### src/rtl/inst_loader_pkg.sv
// Shared constants and types for the instruction loader: mode encodings,
// default BRAM depth and the loader state enum.
package inst_loader_pkg;

    localparam int unsigned INST_SIZE = 10;
    localparam int unsigned BYTE_W    = 8;
    localparam int unsigned WORD_W    = 32;
    localparam int unsigned MODE_W    = 3;

    localparam logic [MODE_W-1:0] MODE_STALL = 3'd0;
    localparam logic [MODE_W-1:0] MODE_LOAD  = 3'd1;
    localparam logic [MODE_W-1:0] MODE_EXEC  = 3'd2;

    typedef enum logic [2:0] {
        LD_IDLE,
        LD_HDR,
        LD_DATA,
        LD_CSUM,
        LD_DONE,
        LD_ERR
    } ld_state_e;

    function automatic logic [MODE_W-1:0] state_mode(input ld_state_e s);
        case (s)
            LD_HDR, LD_DATA, LD_CSUM: state_mode = MODE_LOAD;
            LD_DONE:                  state_mode = MODE_EXEC;
            default:                  state_mode = MODE_STALL;
        endcase
    endfunction

endpackage

### src/rtl/inst_loader_byte_packer.sv
// Little-endian byte-to-word assembler; word_valid_c fires combinationally
// with the fourth byte so the loader can register the write one cycle later.
module inst_loader_byte_packer
    import inst_loader_pkg::*;
(
    input  logic              clk,
    input  logic              rstn,
    input  logic              clr,
    input  logic              byte_valid,
    input  logic [BYTE_W-1:0] byte_data,
    output logic              word_valid_c,
    output logic [WORD_W-1:0] word_c
);

    localparam int unsigned SHIFT_W = WORD_W - BYTE_W;

    logic [1:0]         cnt_q, cnt_d;
    logic [SHIFT_W-1:0] shift_q, shift_d;

    always_comb begin
        cnt_d   = cnt_q;
        shift_d = shift_q;
        if (clr) begin
            cnt_d   = '0;
            shift_d = '0;
        end else if (byte_valid) begin
            // two-bit counter wraps 3 -> 0 at the end of each word
            cnt_d = cnt_q + 2'd1;
            case (cnt_q)
                2'd0:    shift_d[7:0]   = byte_data;
                2'd1:    shift_d[15:8]  = byte_data;
                2'd2:    shift_d[23:16] = byte_data;
                default: shift_d        = shift_q;
            endcase
        end
    end

    always_ff @(posedge clk or negedge rstn) begin
        if (!rstn) begin
            cnt_q   <= '0;
            shift_q <= '0;
        end else begin
            cnt_q   <= cnt_d;
            shift_q <= shift_d;
        end
    end

    assign word_valid_c = byte_valid && !clr && (cnt_q == 2'd3);
    assign word_c       = {byte_data, shift_q};

endmodule

### src/rtl/inst_loader.sv
// Byte-stream instruction loader: header word count, data words into BRAM,
// idle timeout. Define LOADER_CHECKSUM_EN to require a trailing sum word.
module inst_loader
    import inst_loader_pkg::*;
#(
    parameter int unsigned ADDR_W         = INST_SIZE,
    parameter int unsigned TIMEOUT_CYCLES = 1_000_000
) (
    input  logic              clk,
    input  logic              rstn,
    input  logic              rx_valid,
    input  logic [BYTE_W-1:0] rx_data,
    input  logic              restart,
    output logic [MODE_W-1:0] mode,
    output logic [ADDR_W-1:0] bram_addr,
    output logic [WORD_W-1:0] bram_din,
    output logic              bram_we,
    output logic [ADDR_W:0]   words_loaded,
    output logic              done,
    output logic              err
);

    localparam int unsigned CNT_W     = ADDR_W + 1;
    localparam int unsigned TMO_W     = $clog2(TIMEOUT_CYCLES + 1);
    localparam logic [63:0] MAX_WORDS = 64'(1) << ADDR_W;

`ifdef LOADER_CHECKSUM_EN
    localparam ld_state_e TAIL_ST = LD_CSUM;
`else
    localparam ld_state_e TAIL_ST = LD_DONE;
`endif

    ld_state_e         state_q, state_d;
    logic [CNT_W-1:0]  n_q, n_d;
    logic [CNT_W-1:0]  wl_q, wl_d;
    logic [TMO_W-1:0]  tmo_q, tmo_d;
    logic [ADDR_W-1:0] addr_q, addr_d;
    logic [WORD_W-1:0] din_q, din_d;
    logic              we_q, we_d;
    logic [MODE_W-1:0] mode_q, mode_d;
    logic              done_q, done_d;
    logic              err_q, err_d;
`ifdef LOADER_CHECKSUM_EN
    logic [WORD_W-1:0] sum_q, sum_d;
`endif

    logic              pk_clr_c;
    logic              pk_valid_c;
    logic              word_valid_c;
    logic [WORD_W-1:0] word_c;
    logic [TMO_W-1:0]  tmo_inc_c;
    logic [CNT_W-1:0]  wl_inc_c;
    logic              busy_c;

    // DONE/ERR ignore the byte stream and hold the assembler empty
    assign pk_clr_c   = (state_q == LD_DONE) || (state_q == LD_ERR);
    assign pk_valid_c = rx_valid && !pk_clr_c;

    inst_loader_byte_packer u_byte_packer (
        .clk          (clk),
        .rstn         (rstn),
        .clr          (pk_clr_c),
        .byte_valid   (pk_valid_c),
        .byte_data    (rx_data),
        .word_valid_c (word_valid_c),
        .word_c       (word_c)
    );

    assign tmo_inc_c = tmo_q + TMO_W'(1);
    assign wl_inc_c  = wl_q + CNT_W'(1);
    assign busy_c    = (state_q == LD_HDR) || (state_q == LD_DATA) || (state_q == LD_CSUM);

    always_comb begin
        state_d = state_q;
        n_d     = n_q;
        wl_d    = wl_q;
        tmo_d   = '0;
        addr_d  = addr_q;
        din_d   = din_q;
        we_d    = 1'b0;
`ifdef LOADER_CHECKSUM_EN
        sum_d   = sum_q;
`endif

        // an arriving byte always wins over a simultaneous expiry
        if (busy_c && !rx_valid) begin
            tmo_d = tmo_inc_c;
            if (tmo_inc_c == TMO_W'(TIMEOUT_CYCLES)) begin
                state_d = LD_ERR;
            end
        end

        case (state_q)
            LD_IDLE: begin
`ifdef LOADER_CHECKSUM_EN
                sum_d = '0;
`endif
                if (rx_valid) begin
                    state_d = LD_HDR;
                end
            end
            LD_HDR: begin
                if (word_valid_c) begin
                    if (word_c == '0) begin
                        state_d = TAIL_ST;
                    end else if ({32'd0, word_c} > MAX_WORDS) begin
                        state_d = LD_ERR;
                    end else begin
                        n_d     = CNT_W'(word_c);
                        state_d = LD_DATA;
                    end
                end
            end
            LD_DATA: begin
                if (word_valid_c) begin
                    we_d   = 1'b1;
                    addr_d = wl_q[ADDR_W-1:0];
                    din_d  = word_c;
                    wl_d   = wl_inc_c;
`ifdef LOADER_CHECKSUM_EN
                    sum_d  = sum_q + word_c;
`endif
                    if (wl_inc_c == n_q) begin
                        state_d = TAIL_ST;
                    end
                end
            end
`ifdef LOADER_CHECKSUM_EN
            LD_CSUM: begin
                if (word_valid_c) begin
                    state_d = (word_c == sum_q) ? LD_DONE : LD_ERR;
                end
            end
`endif
            LD_DONE, LD_ERR: begin
                if (restart) begin
                    state_d = LD_IDLE;
                    wl_d    = '0;
                    n_d     = '0;
                end
            end
            default: state_d = LD_IDLE;
        endcase

        mode_d = state_mode(state_d);
        done_d = (state_d == LD_DONE);
        err_d  = (state_d == LD_ERR);
    end

    always_ff @(posedge clk or negedge rstn) begin
        if (!rstn) begin
            state_q <= LD_IDLE;
            n_q     <= '0;
            wl_q    <= '0;
            tmo_q   <= '0;
            addr_q  <= '0;
            din_q   <= '0;
            we_q    <= 1'b0;
            mode_q  <= MODE_STALL;
            done_q  <= 1'b0;
            err_q   <= 1'b0;
        end else begin
            state_q <= state_d;
            n_q     <= n_d;
            wl_q    <= wl_d;
            tmo_q   <= tmo_d;
            addr_q  <= addr_d;
            din_q   <= din_d;
            we_q    <= we_d;
            mode_q  <= mode_d;
            done_q  <= done_d;
            err_q   <= err_d;
        end
    end

`ifdef LOADER_CHECKSUM_EN
    always_ff @(posedge clk or negedge rstn) begin
        if (!rstn) begin
            sum_q <= '0;
        end else begin
            sum_q <= sum_d;
        end
    end
`endif

    assign mode         = mode_q;
    assign bram_addr    = addr_q;
    assign bram_din     = din_q;
    assign bram_we      = we_q;
    assign words_loaded = wl_q;
    assign done         = done_q;
    assign err          = err_q;

endmodule

### config.mk
export PLATFORM = sky130hd
export DESIGN_NAME = inst_loader
export DESIGN_NICKNAME = d
export VERILOG_FILES = /design/src/rtl/inst_loader_pkg.sv /design/src/rtl/inst_loader_byte_packer.sv /design/src/rtl/inst_loader.sv
export SDC_FILE = /design/constraint.sdc
export NUM_CORES = 1
export LEC_CHECK = 0
export CELL_PAD_IN_SITES_DETAIL_PLACEMENT = 1
export CELL_PAD_IN_SITES_GLOBAL_PLACEMENT = 1
export CORE_AREA = 2 2 90 178
export CTS_CLUSTER_SIZE = 20
export DETAILED_ROUTE_END_ITERATION = 7
export DIE_AREA = 0 0 92 180
export PLACE_DENSITY = 0.71
export SETUP_SLACK_MARGIN = 0.4
export SLEW_MARGIN = 20
export SYNTH_ARGS = -nofsm -noshare
export SYNTH_HDL_FRONTEND = slang
export SYNTH_SLANG_ARGS = --single-unit
### constraint.sdc
create_clock -name clk -period 2.4 [get_ports clk]
set_input_delay 0.48 -clock clk [delete_from_list [all_inputs] [get_ports clk]]
set_output_delay 0.48 -clock clk [all_outputs]
set_load 0.03 [all_outputs]
==> impl_metrics.env <==
export IMPL_track_usage_pct=22.7
export IMPL_endpoint_kind="flop"
export IMPL_vdd_drop_max_mv=0.604
export IMPL_start_util_pct=37.0
export IMPL_critical_path_top_delay_family="simple AND/OR/NAND/NOR gates"
export IMPL_synth_ff_type="dfrtp_1"
export IMPL_vias=5140
export IMPL_synth_edf_count=0
export IMPL_die_h_um=180
export IMPL_tightestPinTransition_ns=0.654
export IMPL_worstReg2RegEnd="err"
export IMPL_synth_fp_nets=655
export IMPL_clk_pin_slew_worst_paths_ns=0.06
export IMPL_worstHoldPathType="in2async"
export IMPL_core_area_um2=15200
export IMPL_drv_slew=0
export IMPL_grt_ovfl_total=0
export IMPL_firstDrtPassIters=4
export IMPL_r2r_start="tmo_q[0]"
export IMPL_p_leak_uw=0.00364
export IMPL_rows=64
export IMPL_cts_tree="built"
export IMPL_synth_distinct_cells=56
export IMPL_ys_seq_area_share_pct=52.0
export IMPL_clk_latency_ns=0.42
export IMPL_cts_htree_levels=4
export IMPL_skew_ns=0.00832
export IMPL_final_layout_size_suffix_gt1_share_pct=20.7
export IMPL_area_growth_pct=41.2
export IMPL_synthTopCellsByArea="dfrtp_1, nand2_1, nand3_1, nor2_1, a21oi_1"
export IMPL_place_gp_congestion=0.853
export IMPL_syn_area_um2=5630
export IMPL_drc_errors=0
export IMPL_io_pins=71
export IMPL_grt_pass1_wl_um=29400
export IMPL_ys_async_sr_fraction_pct=100
export IMPL_maxCapViolations=0
export IMPL_hold_viol_final=0
export IMPL_critPathRequiredTime_ns=2.75
export IMPL_grt_setup_unrepaired="yes"
export IMPL_setup_viol=0
export IMPL_ys_ff_latch=117
export IMPL_fin_nets=774
export IMPL_vias_per_cell=5.32
export IMPL_hpwl_um=12400
export IMPL_fin_crit_ns=2.31
export IMPL_worst_path_buf_inv=0
export IMPL_drt_antenna_violating_nets=0
export IMPL_cts_sinks=117
export IMPL_netlist_instances=637
export IMPL_grt_pass1_vias=5725
export IMPL_outcome="complete, no violations"
export IMPL_grt_max_degree=51
export IMPL_yosysTopAreaCell="dfrtp_1"
export IMPL_multiInputGateArea_um2=2830
export IMPL_antenna_found_initial=0
export IMPL_yosys_warnings=0
export IMPL_hold_slack_ns=0.0837
export IMPL_cpPeakStageDelay_ns=0.49
export IMPL_yosysTopAreaCellShare_pct=52.0
export IMPL_criticalPathCategory="reg2reg"
export IMPL_fmax_ghz=0.433
export IMPL_cp_num_cells=8
export IMPL_crit_chain="ha_2, and4_4, and2_4, or4_4, a31oi_4, o2111ai_4, o221ai_4, and2_1"
export IMPL_reg2reg_slack_ns=0.09
export IMPL_layout_commonest_cell="nand2_1"
export IMPL_clockBufferDepth=2
export IMPL_io_buffers=69
export IMPL_final_cell_mix="nand2_1, dfrtp_1, buf_4"
export IMPL_worstPathArrival_ns=2.66
export IMPL_start_kind="flop"
export IMPL_antenna_cells=0
export IMPL_min_period_over_period_pct=96.1
export IMPL_die_w_um=92
export IMPL_power_density_nw_per_um2=922
export IMPL_slew_headroom_pct=56.4
export IMPL_fillCellCount=1723
export IMPL_routedWlPerCell_um=19.4
export IMPL_routed_wl_um=18700
export IMPL_critPathSlowestCell="or4_4"
export IMPL_r2r_cells=8
export IMPL_die_area_um2=16600
export IMPL_numCtsBuffers=17
export IMPL_avgSynthCellArea_um2=8.84
export IMPL_cts_hold_buf=0
export IMPL_critPathLaunch="tmo_q[0]"
export IMPL_cp_max_fo=4
export IMPL_setup_worst_path_end="err"
export IMPL_regArea_um2=2940
export IMPL_first_iter_violations=194
export IMPL_total_power_uw=7330
export IMPL_cts_root_buf="clkbuf_16"
==> worst register-to-register path, delay by kind of cell (launching register included) <==
family	cells	cell delay, ns
flip-flops	1	0.42
adder cells (fa/ha/maj)	1	0.22
AO/OA/AOI/OAI	3	0.66
AND/OR/NAND/NOR	4	0.96
==> through the flow <==
step | util (%) | setup TNS (ns) | std cells | area, um^2 | setup WS (ns)
after floorplan | - | 0 | 637 | 5660 | 0.218
after global placement | 45.0 | -7.45 | 919 | 6850 | -0.439
after detailed placement | 45.0 | -9.46 | 919 | 6850 | -0.543
after CTS | 50.7 | 0 | 961 | 7710 | 0.0545
after global routing | 52.3 | 0 | 967 | 7950 | 0.00722
final | 52.3 | 0 | 967 | 7950 | 0.0930
==> Yosys cell counts, drive strengths merged, types with 7 or more instances <==
cell type  count
a21oi         33
and2           7
and3           8
and4           7
buf            8
clkbuf        26
dfrtp        117
inv           17
nand2        176
nand3         44
nor2          46
nor2b          8
nor4          11
o21ai         36
xnor2         17
xor2          12
==> final cells by class <==
cell class,count,area share (%)
Clock buffer,24,6.44
Clock inverter,8,1.79
Inverter,17,0.803
Multi-Input combinational cell,469,35.6
Sequential cell,117,36.9
Tap cell,198,3.12
Timing Repair Buffer,134,15.3
==> cells by family after synthesis <==
logic type               synth area share (%)
AND/OR/NAND/NOR                          28.1
multiplexers                            0.355
adder cells (fa/ha/maj)                  1.33
buffers and inverters                    3.73
XOR/XNOR                                 4.93
flip-flops                               52.0
other                                  0.0666
AO/OA/AOI/OAI                            9.49
==> flip-flops by register name, indices dropped and copies added (netlist names) <==
| signal | flops |
|---|---|
| bram_din | 32 |
| u_byte_packer.shift_q | 24 |
| tmo_q | 20 |
| n_q | 11 |
| words_loaded | 11 |
| bram_addr | 10 |
| state_q | 3 |
| mode | 2 |
| u_byte_packer.cnt_q | 2 |
| bram_we | 1 |
| err | 1 |
==> worst min-delay path by stage <==
stage / startpoint / end / slack [ns]
floorplan: rstn / bram_addr[0] / 0.18
global placement: bram_addr[2] / bram_addr[2] / 0.46
detailed placement: bram_din[14] / bram_din[14] / 0.47
CTS: rstn / tmo_q[8] / 0.11
global route: rstn / tmo_q[8] / 0.12
finish: rstn / tmo_q[8] / 0.08
==> layer usage <==
layer | global-route usage, % | share of wire, % | up-vias
met5 | 0 | 0 | -
met4 | 12.5 | 5.0 | 0
met3 | 4.02 | 2.5 | 54
met2 | 43.7 | 58 | 119
met1 | 21.9 | 34 | 2591
li1 | - | - | 2376
==> power breakdown <==
group          switching (uW)  internal, uW
logic                    1090           793
clock network             904          1900
registers                 354          2280
total                    2350          4980
==> repair_timing <==
| item | CTS | global route |
|---|---|---|
| endpoints found under the setup margin | 55 | 68 |
| setup buffers | 8 | 6 |
| pin swaps | 20 | 26 |
| resized for setup | 45 | 55 |
| gates cloned | 2 | 0 |
Note: power is estimated with default switching activity, not from simulation.
